## src/rtl/mvm_stream_tx_pkg.sv

```systemverilog
// Shared definitions for the MVM transmit stream: default geometry,
// derived job length and the TX state encoding.
package mvm_stream_tx_pkg;

   localparam int NROWS_A_DEF = 4;
   localparam int DATA_W_DEF  = 8;

   // A (N*N) followed by X (N) and B (N)
   function automatic int job_len(input int nrows);
      return nrows * nrows + 2 * nrows;
   endfunction

   localparam int JOB_LEN_DEF = job_len(NROWS_A_DEF);

   typedef enum logic [1:0] {
      IDLE   = 2'd0,
      FETCH  = 2'd1,
      STREAM = 2'd2
   } tx_state_t;

endpackage

```

## src/rtl/mvm_stream_tx_if.sv

```systemverilog
// Valid/ready byte stream toward the MVM s_valid/s_ready/data_in port.
interface mvm_stream_tx_if #(parameter int DATA_W = 8);
   logic                     m_valid;
   logic                     m_ready;
   logic signed [DATA_W-1:0] data_out;

   modport master (output m_valid, output data_out, input m_ready);
   modport slave  (input m_valid, input data_out, output m_ready);
endinterface

```

## src/rtl/memory.sv

```systemverilog
// Simple dual-port RAM: one write port, one synchronous read port
// (read data appears one cycle after i_re and holds otherwise).
module memory #(
   parameter int WIDTH   = 8,
   parameter int SIZE    = 24,
   parameter int LOGSIZE = 5
) (
   input  logic               clk,
   input  logic               i_we,
   input  logic [LOGSIZE-1:0] i_waddr,
   input  logic [WIDTH-1:0]   i_wdata,
   input  logic               i_re,
   input  logic [LOGSIZE-1:0] i_raddr,
   output logic [WIDTH-1:0]   o_rdata
);

   logic [WIDTH-1:0] r_mem [SIZE];

   // Write port and registered read port
   always_ff @(posedge clk) begin
      if (i_we) r_mem[i_waddr] <= i_wdata;
      if (i_re) o_rdata <= r_mem[i_raddr];
   end

endmodule

```

## src/rtl/mvm_tx_skid.sv

```systemverilog
// Output register plus one-entry skid buffer. The output register holds
// the byte on the bus; the skid catches the prefetched byte that returns
// from memory while the consumer stalls, so no read is ever lost.
module mvm_tx_skid #(
   parameter int DATA_W = 8
) (
   input  logic                     clk,
   input  logic                     reset,
   input  logic                     i_first,   // load first byte of a job
   input  logic                     i_pf_vld,  // i_data carries a prefetch this cycle
   input  logic                     i_last,    // byte on the bus is the last of the job
   input  logic                     i_ready,
   input  logic signed [DATA_W-1:0] i_data,
   output logic                     o_valid,
   output logic signed [DATA_W-1:0] o_data
);

   logic                     r_out_vld;
   logic signed [DATA_W-1:0] r_out_data;
   logic                     r_skid_vld;
   logic signed [DATA_W-1:0] r_skid_data;
   logic                     w_hs;

   assign w_hs    = r_out_vld & i_ready;
   assign o_valid = r_out_vld;
   assign o_data  = r_out_data;

   // Output register and skid occupancy
   always_ff @(posedge clk) begin
      if (reset) begin
         r_out_vld  <= 1'b0;
         r_out_data <= '0;
         r_skid_vld <= 1'b0;
      end else if (i_first) begin
         r_out_vld  <= 1'b1;
         r_out_data <= i_data;
         r_skid_vld <= 1'b0;
      end else if (w_hs) begin
         r_skid_vld <= 1'b0;
         if (i_last) r_out_vld <= 1'b0;
         else        r_out_data <= r_skid_vld ? r_skid_data : i_data;
      end else if (i_pf_vld) begin
         r_skid_vld <= 1'b1;
      end
   end

   // Skid data capture on a stalled prefetch return
   always_ff @(posedge clk) begin
      if (!i_first && !w_hs && i_pf_vld) r_skid_data <= i_data;
   end

endmodule

```

## src/rtl/mvm_stream_tx.sv

```systemverilog
// Ping-pong job buffer and byte streamer feeding the MVM input port.
// The host loads one buffer while the other drains in commit order.
// Optional build macro MVM_TX_STATS_EN adds saturating stall_cnt/job_cnt.
module mvm_stream_tx
   import mvm_stream_tx_pkg::*;
#(
   parameter  int NROWS_A = NROWS_A_DEF,
   parameter  int DATA_W  = DATA_W_DEF,
   localparam int JOB_LEN = job_len(NROWS_A),
   localparam int AW      = $clog2(JOB_LEN)
) (
   input  logic                     clk,
   input  logic                     reset,
   input  logic                     wr_en,
   input  logic [AW-1:0]            wr_addr,
   input  logic signed [DATA_W-1:0] wr_data,
   input  logic                     commit,
   output logic                     load_ready,
   output logic                     commit_err,
   mvm_stream_tx_if.master          tx,
   output logic                     job_done,
   output logic                     busy
`ifdef MVM_TX_STATS_EN
   ,
   output logic [15:0]              stall_cnt,
   output logic [15:0]              job_cnt
`endif
);

   localparam logic [AW:0] LAST_EXT = (AW+1)'(JOB_LEN - 1);
   localparam logic [AW:0] LEN_EXT  = (AW+1)'(JOB_LEN);

   tx_state_t r_state, w_state_nxt;
   logic [1:0]    r_full;
   logic          r_wr_sel, r_rd_sel, r_commit_err;
   logic [AW-1:0] r_idx;
   logic          r_pf_vld_p1;

   logic          w_load_ready, w_wr_ok, w_commit_ok;
   logic [1:0]    w_we;
   logic          w_ren, w_first, w_issue_pf, w_done, w_hs, w_last;
   logic [AW-1:0] w_raddr;
   logic [AW:0]   w_idx_p2;
   logic signed [DATA_W-1:0] w_rdata0, w_rdata1, w_rdata;
   logic          w_valid;
   logic signed [DATA_W-1:0] w_data;

   assign w_load_ready = !r_full[r_wr_sel];
   assign w_wr_ok      = wr_en & w_load_ready & ({1'b0, wr_addr} < LEN_EXT);
   assign w_commit_ok  = commit & w_load_ready;
   assign w_we[0]      = w_wr_ok & (r_wr_sel == 1'b0);
   assign w_we[1]      = w_wr_ok & (r_wr_sel == 1'b1);
   assign w_rdata      = r_rd_sel ? w_rdata1 : w_rdata0;
   assign w_hs         = w_valid & tx.m_ready;
   assign w_last       = (r_idx == AW'(JOB_LEN - 1));
   assign w_idx_p2     = {1'b0, r_idx} + (AW+1)'(2);

   memory #(.WIDTH(DATA_W), .SIZE(JOB_LEN), .LOGSIZE(AW)) u_buf0 (
      .clk     (clk),
      .i_we    (w_we[0]),
      .i_waddr (wr_addr),
      .i_wdata (wr_data),
      .i_re    (w_ren),
      .i_raddr (w_raddr),
      .o_rdata (w_rdata0)
   );

   memory #(.WIDTH(DATA_W), .SIZE(JOB_LEN), .LOGSIZE(AW)) u_buf1 (
      .clk     (clk),
      .i_we    (w_we[1]),
      .i_waddr (wr_addr),
      .i_wdata (wr_data),
      .i_re    (w_ren),
      .i_raddr (w_raddr),
      .o_rdata (w_rdata1)
   );

   mvm_tx_skid #(.DATA_W(DATA_W)) u_skid (
      .clk      (clk),
      .reset    (reset),
      .i_first  (w_first),
      .i_pf_vld (r_pf_vld_p1),
      .i_last   (w_last),
      .i_ready  (tx.m_ready),
      .i_data   (w_rdata),
      .o_valid  (w_valid),
      .o_data   (w_data)
   );

   // Buffer ownership: commit fills the load side, job completion frees the TX side.
   // The two never touch the same buffer in one cycle.
   always_ff @(posedge clk) begin
      if (reset) begin
         r_full       <= 2'b00;
         r_wr_sel     <= 1'b0;
         r_rd_sel     <= 1'b0;
         r_commit_err <= 1'b0;
      end else begin
         if (w_commit_ok) begin
            r_full[r_wr_sel] <= 1'b1;
            r_wr_sel         <= ~r_wr_sel;
         end
         if (w_done) begin
            r_full[r_rd_sel] <= 1'b0;
            r_rd_sel         <= ~r_rd_sel;
         end
         if ((wr_en | commit) & !w_load_ready) r_commit_err <= 1'b1;
      end
   end

   // TX state register, byte index and prefetch-return flag
   always_ff @(posedge clk) begin
      if (reset) begin
         r_state     <= IDLE;
         r_idx       <= '0;
         r_pf_vld_p1 <= 1'b0;
      end else begin
         r_state     <= w_state_nxt;
         r_pf_vld_p1 <= w_issue_pf;
         if (w_first)            r_idx <= '0;
         else if (w_hs & !w_last) r_idx <= r_idx + AW'(1);
      end
   end

   // TX next-state and read issue: one prefetch is kept in flight ahead of the bus byte
   always_comb begin
      w_state_nxt = r_state;
      w_ren       = 1'b0;
      w_raddr     = '0;
      w_first     = 1'b0;
      w_issue_pf  = 1'b0;
      w_done      = 1'b0;
      unique case (r_state)
         IDLE: begin
            if (r_full[r_rd_sel]) begin
               w_ren       = 1'b1;
               w_state_nxt = FETCH;
            end
         end
         FETCH: begin
            w_first     = 1'b1;
            w_ren       = 1'b1;
            w_raddr     = AW'(1);
            w_issue_pf  = 1'b1;
            w_state_nxt = STREAM;
         end
         STREAM: begin
            if (w_hs) begin
               if (w_last) begin
                  w_done = 1'b1;
                  if (r_full[~r_rd_sel]) begin
                     w_ren       = 1'b1;
                     w_state_nxt = FETCH;
                  end else begin
                     w_state_nxt = IDLE;
                  end
               end else if (w_idx_p2 <= LAST_EXT) begin
                  w_ren      = 1'b1;
                  w_raddr    = w_idx_p2[AW-1:0];
                  w_issue_pf = 1'b1;
               end
            end
         end
         default: w_state_nxt = IDLE;
      endcase
   end

   assign tx.m_valid  = w_valid;
   assign tx.data_out = w_data;
   assign load_ready  = w_load_ready;
   assign commit_err  = r_commit_err;
   assign job_done    = w_done;
   assign busy        = (r_state != IDLE);

`ifdef MVM_TX_STATS_EN
   logic [15:0] r_stall_cnt, r_job_cnt;

   // Saturating stall-cycle and completed-job counters
   always_ff @(posedge clk) begin
      if (reset) begin
         r_stall_cnt <= '0;
         r_job_cnt   <= '0;
      end else begin
         if (w_valid && !tx.m_ready && r_stall_cnt != 16'hFFFF)
            r_stall_cnt <= r_stall_cnt + 16'd1;
         if (w_done && r_job_cnt != 16'hFFFF)
            r_job_cnt <= r_job_cnt + 16'd1;
      end
   end

   assign stall_cnt = r_stall_cnt;
   assign job_cnt   = r_job_cnt;
`endif

endmodule

```

## src/flat_wrapper.sv

```systemverilog
// flat-port wrapper written by rule: the top's interface ports become plain ports
module mvm_stream_tx_flat import mvm_stream_tx_pkg::*;
#(
   parameter  int NROWS_A = NROWS_A_DEF,
   parameter  int DATA_W  = DATA_W_DEF,
   localparam int JOB_LEN = job_len(NROWS_A),
   localparam int AW      = $clog2(JOB_LEN)
)
  (clk, reset, wr_en, wr_addr, wr_data, commit, load_ready, commit_err, job_done, busy, tx_m_valid, tx_data_out, tx_m_ready);
  mvm_stream_tx_if #(.DATA_W(DATA_W)) tx_i ();
  input  logic clk;
  input  logic reset;
  input  logic wr_en;
  input  logic [AW-1:0] wr_addr;
  input  logic signed [DATA_W-1:0] wr_data;
  input  logic commit;
  output logic load_ready;
  output logic commit_err;
  output logic job_done;
  output logic busy;
  output wire logic [$bits(tx_i.m_valid)-1:0] tx_m_valid;
  output wire logic [$bits(tx_i.data_out)-1:0] tx_data_out;
  input wire logic [$bits(tx_i.m_ready)-1:0] tx_m_ready;
  assign tx_m_valid = tx_i.m_valid;
  assign tx_data_out = tx_i.data_out;
  assign tx_i.m_ready = tx_m_ready;
  mvm_stream_tx #(.NROWS_A(NROWS_A), .DATA_W(DATA_W)) u_core (.clk(clk), .reset(reset), .wr_en(wr_en), .wr_addr(wr_addr), .wr_data(wr_data), .commit(commit), .load_ready(load_ready), .commit_err(commit_err), .tx(tx_i), .job_done(job_done), .busy(busy));
endmodule
```

## config.mk

```make
export PLATFORM = sky130hd
export DESIGN_NAME = mvm_stream_tx_flat
export DESIGN_NICKNAME = d
export VERILOG_FILES = /design/src/rtl/mvm_stream_tx_pkg.sv /design/src/rtl/mvm_stream_tx_if.sv /design/src/rtl/memory.sv /design/src/rtl/mvm_tx_skid.sv /design/src/rtl/mvm_stream_tx.sv /design/src/flat_wrapper.sv
export SDC_FILE = /design/constraint.sdc
export NUM_CORES = 1
export LEC_CHECK = 0
export BUFFER_PORTS_ARGS = -buffer_cell sky130_fd_sc_hd__buf_2
export CORE_ASPECT_RATIO = 0.8
export CORE_MARGIN = 4
export CORE_UTILIZATION = 23
export DETAILED_ROUTE_END_ITERATION = 12
export GPL_ROUTABILITY_DRIVEN = 0
export GPL_TIMING_DRIVEN = 0
export SYNTH_ARGS = -nofsm -noshare
export SYNTH_HDL_FRONTEND = slang
export SYNTH_SLANG_ARGS = --single-unit
```

## constraint.sdc

```tcl
create_clock -name clk -period 2.55 [get_ports clk]
set_input_delay 0.1275 -clock clk [delete_from_list [all_inputs] [get_ports clk]]
set_output_delay 0.1275 -clock clk [all_outputs]
set_load 0.01 [all_outputs]
```

==> results of run 1 <==
## layer usage
layer	GRT usage, %	vias to the layer above	part of all wire [%]
li1	-	4794	-
met1	17.5	5536	44
met2	17.0	567	42
met3	3.08	93	11
met4	3.63	12	2.8
met5	0	-	0.18
## registers in the layout, summed over array words and instances (netlist names)
register and cells:
u_core.r_full 2, u_core.u_skid.o_valid 1, u_core.r_wr_sel 1, u_core.r_rd_sel 1, u_core.r_idx 5, u_core.u_buf0.o_rdata 8
u_core.u_buf0.r_mem 192, u_core.u_buf1.o_rdata 8, u_core.r_pf_vld_p1 1, u_core.commit_err 1, u_core.u_skid.r_skid_vld 1, u_core.u_skid.r_skid_data 8
u_core.u_buf1.r_mem 192, u_core.u_skid.o_data 8, u_core.r_state 2
## repair_timing
item | 4_1_cts | 5_1_grt
hold buffers | 3 | 0
setup endpoints to repair | 390 | 264
cloned | 4 | 0
gates resized for setup | 221 | 112
pin swaps | 48 | 46
buffers inserted | 22 | 3
endpoints found under the hold margin | 11 | 0
## cell families after synthesis
family	count (synthesis)	share of synthesized area (%)
AOI/OAI and AO/OA	125	6.04
adders and majority gates	7	0.504
DFF	431	73.2
xor gates and xnor gates	5	0.252
buffers and inverters	86	2.51
and+or+nand+nor	492	12.2
muxes	77	5.36
## power groups by stage
stage / clock, mW / sequential (mW) / combinational (mW)
floorplan: 0 / 8.25 / 1.15
global placement: 0 / 8.24 / 1.83
detailed placement: 0 / 8.25 / 1.87
CTS: 6.16 / 8.11 / 2.28
global route: 6.49 / 8.13 / 2.59
finish: 6.09 / 8.11 / 2.42
## cells in the mapped netlist (all sizes together), types with 9 or more instances
| cell | instances |
|---|---|
| a21oi | 9 |
| a32oi | 43 |
| and3 | 18 |
| buf | 48 |
| clkbuf | 27 |
| dfxtp | 23 |
| edfxtp | 408 |
| inv | 11 |
| mux2i | 57 |
| mux4 | 12 |
| nand2 | 234 |
| nand3 | 63 |
| nand4 | 12 |
| nor2 | 125 |
| nor2b | 13 |
| o2111ai | 17 |
| o211ai | 12 |
| o21ai | 10 |
## final timing paths
path / startpoint / to / cells past startpoint
setup / recovery: u_core.r_state[1] / u_core.u_buf0.o_rdata[6] / 10
setup reg to reg: u_core.r_state[1] / u_core.u_buf0.o_rdata[6] / 10
hold / removal: tx_m_ready / u_core.u_skid.r_skid_vld / 4
hold reg to reg: u_core.commit_err / u_core.commit_err / 2
## final cells by class
cell class,instances,share of cell area [%]
sequential,431,58.4
multi-input combinational,706,24.6
tap,1001,5.74
clock buffer,60,5.27
buffer,66,2.69
timing repair buffer,60,2.25
clock inverter,15,0.792
inverter,11,0.201
antenna,3,0.0344
## worst max-delay path, delay by kind of cell (launching register included)
| family | cells | cell delay, ns |
|---|---|---|
| DFF | 1 | 0.37 |
| and+or+nand+nor | 2 | 0.59 |
| adders and majority gates | 1 | 0.28 |
| muxes | 1 | 0.46 |
| buffers and inverters | 3 | 0.35 |
| AOI/OAI and AO/OA | 3 | 0.57 |
## stage by stage
stage / cells / hold WS [ns] / area (sq um)
2_1_floorplan: 1223 / 0.199 / 17400
3_3_place_gp: 2254 / 0.392 / 18800
3_5_place_dp: 2254 / 0.393 / 18800
4_1_cts: 2352 / 0.0467 / 21400
5_1_grt: 2352 / 0.0698 / 21800
6_report: 2353 / 0.0597 / 21800
==> results_dict.tcl, run 1 <==
set metrics [dict create \
    status "complete, but fails checks" \
    failed_checks "negative setup slack" \
    tritoncts "done" \
    drt_iter0_drc 1422 \
    synth.area.top_cells "edfxtp_1 (71%), nand2_1 (5.1%), mux2i_1 (3.3%), nor2_1 (2.7%), dfxtp_1 (2.6%)" \
    post_drt_wl_per_cell_um 20.8 \
    yosys.area.top_type "edfxtp_1" \
    final_core_util_pct 29.4 \
    synth-edff-count 408 \
    avgSynthCellArea_sq_um 14.2 \
    finalHoldViolations 0 \
    yosysTopAreaCellShare_pct 70.5 \
    rsz0062_at_grt "true" \
    yosys_most_used_dff "edfxtp_1" \
    required_ns 2.82 \
    io_pins 31 \
    grt_max_degree 49 \
    cts_buffer_depth 3 \
    switchingPower_mw 4.11 \
    synth_warnings 0 \
    synthesis.nets 1248 \
    path_cells "inv_2, ha_4, and3_4, a41oi_4, or3_4, buf_12, buf_12, mux4_2, o2111ai_4, o211ai_1" \
    synth_cells 1223 \
    p_seq_share_pct 48.8 \
    die_h_um 254 \
    initial_core_util_pct 23.4 \
    first_global_vias 10500 \
    p_clk_share_pct 36.6 \
    ys_async_sr_fraction_pct 0 \
    cts_sinks 431 \
    slew_headroom_pct 24.5 \
    peakVddDrop_uv 412 \
    final_common_cell "edfxtp_1" \
    finalPower_mw 16.6 \
    ff_latch_area_sq_mm 0.0127 \
    overflow 0 \
    powerDensity_mw_per_mm2 762 \
    insertion_delay_ns 0.56 \
    wl_um 48900 \
    ys_types 51 \
    clkTransAtPathRegs_ns 0.07 \
    cap_violations 0 \
    grt_antenna_before_repair 9 \
    syn-cell-area_sq_mm 0.0174 \
    worstSetupPathType "reg2reg" \
    finalCritPeriodShare_pct 115 \
    num_rows 89 \
    synth.yosys.seq_area_share_pct 73.2 \
    viasPerCell 4.68 \
    dp_hpwl_um 31900 \
    ff2ff_setup_slack_ns -0.37 \
    die_w_um 315 \
    ant_nets 0 \
    tns_ns -13.31 \
    ys_seq_elements 431 \
    clock.fmax_mhz 342 \
    vias 11000 \
    p_leak_nw 6.93 \
    final_cell_mix "edfxtp_1 (408), nand2_1 (216), nor2_1 (70), mux2i_1 (48), nand3_1 (47)" \
    setup_violations 143 \
    cts-root-buf "clkbuf_16" \
    drive_above_1_share_pct 26.8 \
    grt_pass1_wl_um 71000 \
    die-area_sq_mm 0.0800 \
    cts-htree-levels 2 \
    worst_path_most_repeated_cell "buf_12" \
    path_max_fanout 5 \
    dr.pass1.iters 6 \
    cp_slowest_cell "mux4_2" \
    multiInputGateArea_sq_mm 0.00538 \
    syn2layout_area_growth_pct 25.5 \
    fillers 7334 \
    nets 1342 \
    p_int_mw 12.5 \
    pre_cts_ws_ns -1.03 \
    core_area_sq_mm 0.0743 \
    worstMarginPinSlew_ns 1.13 \
    worst_ep_arrival_time_ns 3.19 \
    finalClockSkew_ns 0.0240 \
    slowest_delay_ns 0.46 \
    hold_path_class "in2reg" \
    track_usage_pct 11.9 \
    port_buffers 30 \
    crit_path_end_kind "flop" \
    fin_ws_ns -0.371 \
    numCtsBuffers 41 \
    post-route-min-period_ns 2.92 \
    start_kind "flop" \
    drv_slew 0 \
    switching_share_pct 24.7 \
    drc 0 \
    power_frac_comb_pct 14.6 \
]
Power figures use the tool's default switching activity.
==> inputs of run 2 (changes only) <==
--- a/config.mk
+++ b/config.mk
@@ -12,6 +12,7 @@
 export DETAILED_ROUTE_END_ITERATION = 12
 export GPL_ROUTABILITY_DRIVEN = 0
 export GPL_TIMING_DRIVEN = 0
+export PLACE_DENSITY = 0.48
 export SYNTH_ARGS = -nofsm -noshare
 export SYNTH_HDL_FRONTEND = slang
 export SYNTH_SLANG_ARGS = --single-unit
==> results_dict.tcl, run 2 (synthesized netlist as in run 1, its figures left out) <==
set metrics [dict create \
    worst_path_most_repeated_cell "buf_12" \
    core_area_sq_mm 0.0743 \
    failed_checks "negative setup slack" \
    cts-root-buf "clkbuf_16" \
    drive_above_1_share_pct 27.7 \
    viasPerCell 4.62 \
    r2r_start "u_core.r_idx[1]" \
    reg.largest.list "u_core.u_buf0.r_mem: 192 flops, u_core.u_buf1.r_mem: 192 flops" \
    die_h_um 254 \
    dpl_cell_area_sq_mm 0.0188 \
    grt_pass1_wl_um 75200 \
    final_core_util_pct 29.7 \
    port_buffers 30 \
    hold_path_class "in2reg" \
    finalPower_mw 17.2 \
    start_kind "flop" \
    p_leak_nw 7.05 \
    setup_violations 70 \
    wl_um 51800 \
    hold_depth 4 \
    crit_path_end_kind "flop" \
    worst_ep_arrival_time_ns 3.22 \
    post_drt_wl_per_cell_um 21.8 \
    path_delay_family "compound AO/OA/AOI/OAI gates" \
    post-route-min-period_ns 2.92 \
    tritoncts "done" \
    ff2ff_path_depth 9 \
    path_cells "ha_4, buf_12, a2111oi_4, or3_4, buf_12, buf_12, mux4_2, o2111ai_4, o211ai_1" \
    path_buf_inv 3 \
    initial_core_util_pct 23.4 \
    nets 1362 \
    clkTransAtPathRegs_ns 0.06 \
    cp_slowest_cell "mux4_2" \
    final_cell_area_sq_mm 0.0220 \
    num_rows 89 \
    clock.fmax_mhz 342 \
    path_max_fanout 6 \
    finalCritPeriodShare_pct 115 \
    holdPathEnd "u_core.u_skid.r_skid_vld" \
    insertion_delay_ns 0.58 \
    cts_buffer_depth 3 \
    rsz0062_at_grt "true" \
    cap_violations 0 \
    final_cell_mix "edfxtp_1 (408), nand2_1 (227), nor2_1 (68), mux2i_1 (50), nand3_1 (49)" \
    cts_sinks 431 \
    rr_endpoint "u_core.u_buf0.o_rdata[6]" \
    worstMarginPinSlew_ns 1.14 \
    grt_antenna_before_repair 3 \
    drt_iter0_drc 1153 \
    pre_cts_ws_ns -1.25 \
    powerDensity_mw_per_mm2 779 \
    finalClockSkew_ns 0.0288 \
    slew_headroom_pct 23.5 \
    drv_slew 0 \
    first_global_vias 10600 \
    die-area_sq_mm 0.0800 \
    slowest_delay_ns 0.54 \
    final_common_cell "edfxtp_1" \
    cts-htree-levels 2 \
    vias 11000 \
    io_pins 31 \
    dr.pass1.iters 5 \
    dp_hpwl_um 33900 \
    numCtsBuffers 44 \
    grt_max_degree 49 \
    drc 0 \
    ff2ff_setup_slack_ns -0.37 \
    overflow 0 \
    status "complete, but fails checks" \
    peakVddDrop_uv 449 \
    required_ns 2.85 \
    track_usage_pct 12.8 \
    ant_nets 0 \
    tns_ns -8.41 \
    fin_ws_ns -0.370 \
    hp-start "tx_m_ready" \
    finalHoldViolations 0 \
    die_w_um 315 \
    worstSetupPathType "reg2reg" \
    syn2layout_area_growth_pct 26.8 \
]
run 2: changes by cell type in the layout (fill, tap and decap cells not counted), sizes merged:
cell | before | now
buf | 102 | 117
bufinv | 4 | 5
clkbuf | 81 | 75
clkinv | 9 | 19
clkinvlp | 1 | 3
diode | 3 | 2
run 2: power by group:
part	switching, mW	internal, mW	total, mW	leakage, nW
Clock	2.78	3.81	6.58	0.712
Sequential	0.0781	8.02	8.10	3.87
Combinational	1.50	0.974	2.47	2.47
Total	4.35	12.8	17.2	7.05
run 2: final cells by class:
| type | count | area [sq um] |
|---|---|---|
| Clock inverter | 28 | 282 |
| Inverter | 11 | 41.3 |
| Buffer | 66 | 599 |
| Sequential cell | 431 | 12700 |
| Multi-Input combinational cell | 706 | 5310 |
| Timing Repair Buffer | 77 | 643 |
| Fill cell | 7387 | 52200 |
| Antenna cell | 2 | 5.00 |
| Clock buffer | 52 | 1170 |
| Tap cell | 1001 | 1250 |
run 2: timing repair:
action	in CTS	in global routing
hold endpoints to repair	11	0
gates cloned	4	0
resized for setup	241	73
hold buffers	3	0
buffers inserted	25	16
setup endpoints to repair	406	327
pin swaps	41	33
run 2: worst max-delay path by stage:
| stage | to | depth (start not counted) | slack [ns] | startpoint |
|---|---|---|---|---|
| after global routing | u_core.u_buf0.o_rdata[3] | 12 | -0.45 | u_core.r_idx[1] |
| after CTS | u_core.u_buf0.o_rdata[3] | 13 | -0.37 | u_core.r_state[0] |
| final | u_core.u_buf0.o_rdata[6] | 9 | -0.37 | u_core.r_idx[1] |
| after global placement | u_core.u_buf0.o_rdata[3] | 10 | -1.18 | u_core.r_idx[1] |
| after floorplan | u_core.u_buf0.o_rdata[6] | 10 | 0.005 | u_core.r_state[0] |
| after detailed placement | u_core.u_buf0.o_rdata[3] | 10 | -1.25 | u_core.r_idx[1] |
run 2: routing by layer:
layer  vias up  global-route usage, %  part of all wire, %
li1       4850                      -                    -
met1      5641                   19.7                   48
met5         -                      0                0.025
met4         2                   3.63                  2.1
met2       400                   18.3                   42
met3        83                   2.34                  7.6
run 2: tightest hold or removal path: cells and delay by family:
family                 cells  cell delay, ns
buffers and inverters      2            0.28
AND/OR/NAND/NOR            2            0.19
run 2: metrics by stage:
| stage | instances | hold WS (ns) |
|---|---|---|
| after CTS | 2358 | 0.0605 |
| after detailed placement | 2254 | 0.405 |
| after global routing | 2374 | 0.0803 |
| final | 2374 | 0.0702 |
| after global placement | 2254 | 0.393 |
| after floorplan | 1223 | 0.199 |
==> inputs of run 3 (changes only) <==
--- a/config.mk
+++ b/config.mk
@@ -13,6 +13,7 @@
 export GPL_ROUTABILITY_DRIVEN = 0
 export GPL_TIMING_DRIVEN = 0
 export PLACE_DENSITY = 0.48
+export SETUP_SLACK_MARGIN = 0.2
 export SYNTH_ARGS = -nofsm -noshare
 export SYNTH_HDL_FRONTEND = slang
 export SYNTH_SLANG_ARGS = --single-unit
==> results_dict.tcl, run 3 (synthesized netlist as in run 1, its figures left out) <==
set metrics [dict create \
    status "complete, but fails checks" \
    failed_checks "negative setup slack" \
    io_pins 31 \
    final_core_util_pct 29.7 \
    clkTransAtPathRegs_ns 0.06 \
    route.met3.wl_um 3800 \
    crit_start "u_core.r_state[0]" \
    fin_ws_ns -0.399 \
    cts-htree-levels 2 \
    track_usage_pct 12.7 \
    worstSetupPathType "reg2reg" \
    start_kind "flop" \
    overflow 0 \
    whs_ns 0.121 \
    path_cells "inv_4, ha_4, and3_4, a41oi_4, or3_4, buf_12, buf_12, mux4_2, o2111ai_4, o211ai_1" \
    ff2ff_setup_slack_ns -0.40 \
    final_cell_mix "edfxtp_1 (408), nand2_1 (222), nor2_1 (68), mux2i_1 (51), nor2_4 (49)" \
    rsz0062_at_grt "true" \
    cap_violations 0 \
    crit_path_end_kind "flop" \
    cp.depth 10 \
    num_rows 89 \
    ant_nets 0 \
    finalPower_mw 17.0 \
    finalNonFillerCells 2368 \
    slowest_delay_ns 0.45 \
    die_w_um 315 \
    r2r_start "u_core.r_state[0]" \
    path_buf_inv 3 \
    port_buffers 30 \
    first_global_vias 10700 \
    dr.pass1.iters 5 \
    hp-start "tx_m_ready" \
    final_common_cell "edfxtp_1" \
    worst_ep_arrival_time_ns 3.22 \
    worstMarginPinSlew_ns 1.15 \
    die-area_sq_mm 0.0800 \
    post-route-min-period_ns 2.95 \
    required_ns 2.83 \
    finalClockSkew_ns 0.0134 \
    drv_slew 0 \
    top_layer_used "met5" \
    worst_path_most_repeated_cell "buf_12" \
    grt_max_degree 49 \
    p_leak_nw 7.05 \
    num_antenna_cells 0 \
    dp_hpwl_um 34100 \
    critPathCapture "u_core.u_buf0.o_rdata[6]" \
    place_inst 2254 \
    nets 1362 \
    rr_endpoint "u_core.u_buf0.o_rdata[6]" \
    cts_buffer_depth 3 \
    cts_sinks 431 \
    finalHoldViolations 0 \
    numCtsBuffers 45 \
    ff2ff_path_depth 10 \
    drc 0 \
    final_cell_area_sq_mm 0.0221 \
    tritoncts "done" \
    slew_headroom_pct 23.5 \
    die_h_um 254 \
    reg.largest.list "u_core.u_buf0.r_mem: 192 flops, u_core.u_buf1.r_mem: 192 flops" \
    path_max_fanout 5 \
    vias 10800 \
    wl_um 51500 \
    insertion_delay_ns 0.57 \
    path_delay_family "compound AO/OA/AOI/OAI gates" \
    hold_path_class "in2reg" \
    drt_iter0_drc 971 \
    setup_violations 16 \
    drive_above_1_share_pct 27.7 \
    grt_pass1_wl_um 75000 \
    finalCritPeriodShare_pct 116 \
    powerDensity_mw_per_mm2 769 \
    cts-root-buf "clkbuf_16" \
    post_drt_wl_per_cell_um 21.7 \
    peakVddDrop_uv 454 \
    cp_slowest_cell "mux4_2" \
    route.met2.wl_um 21700 \
    wl_met1_um 24800 \
    initial_core_util_pct 23.4 \
    grt_antenna_before_repair 3 \
    viasPerCell 4.55 \
    clock.fmax_mhz 339 \
    core_area_sq_mm 0.0743 \
    syn2layout_area_growth_pct 27.0 \
    dpl_cell_area_sq_mm 0.0188 \
]
run 3: tightest hold or removal path, cell delays in order:
cell	delay, ns
buf_2	0.07
and2_1	0.10
buf_2	0.25
nor3_1	0.09
run 3: where the power goes:
part | internal (mW) | total (mW) | switching [mW]
Sequential | 8.02 | 8.11 | 0.0880
Clock | 3.64 | 6.38 | 2.73
Combinational | 0.968 | 2.47 | 1.50
Total | 12.6 | 17.0 | 4.32
run 3: worst min-delay path by stage:
stage | to | depth (start not counted) | slack [ns]
after floorplan | u_core.u_skid.o_data[0] | 1 | 0.20
after global routing | u_core.u_skid.r_skid_vld | 4 | 0.15
final | u_core.u_skid.r_skid_vld | 4 | 0.12
after global placement | u_core.r_wr_sel | 2 | 0.40
after CTS | u_core.u_skid.r_skid_vld | 4 | 0.1
after detailed placement | u_core.r_wr_sel | 2 | 0.41
run 3: final cells by class:
class / instances / area (sq um)
buffer: 75 / 644
tap: 1001 / 1250
fill: 7374 / 52200
timing repair buffer: 67 / 566
clock buffer: 52 / 1190
inverter: 11 / 43.8
sequential: 431 / 12700
multi-input combinational: 706 / 5430
clock inverter: 25 / 204
run 3: stage by stage:
step / setup TNS, ns / setup WS, ns
after floorplan: 0 / 0.0734
after global placement: -65.97 / -0.988
after detailed placement: -81.66 / -0.992
final: -5.02 / -0.399
after CTS: -4.87 / -0.375
after global routing: -5.82 / -0.422
run 3: what timing repair did:
item	4_1_cts	5_1_grt
hold endpoints to repair	11	0
pin swaps	48	29
hold buffers	3	0
resized for setup	265	68
setup endpoints to repair	424	206
gates cloned	3	0
buffers inserted	24	7
run 3: per-layer routing:
layer  track usage, %  vias to the layer above
li1                 -                     4841
met1             18.8                     5480
met2             18.4                      350
met3             3.40                       89
met4             3.14                        6
met5                0                        -
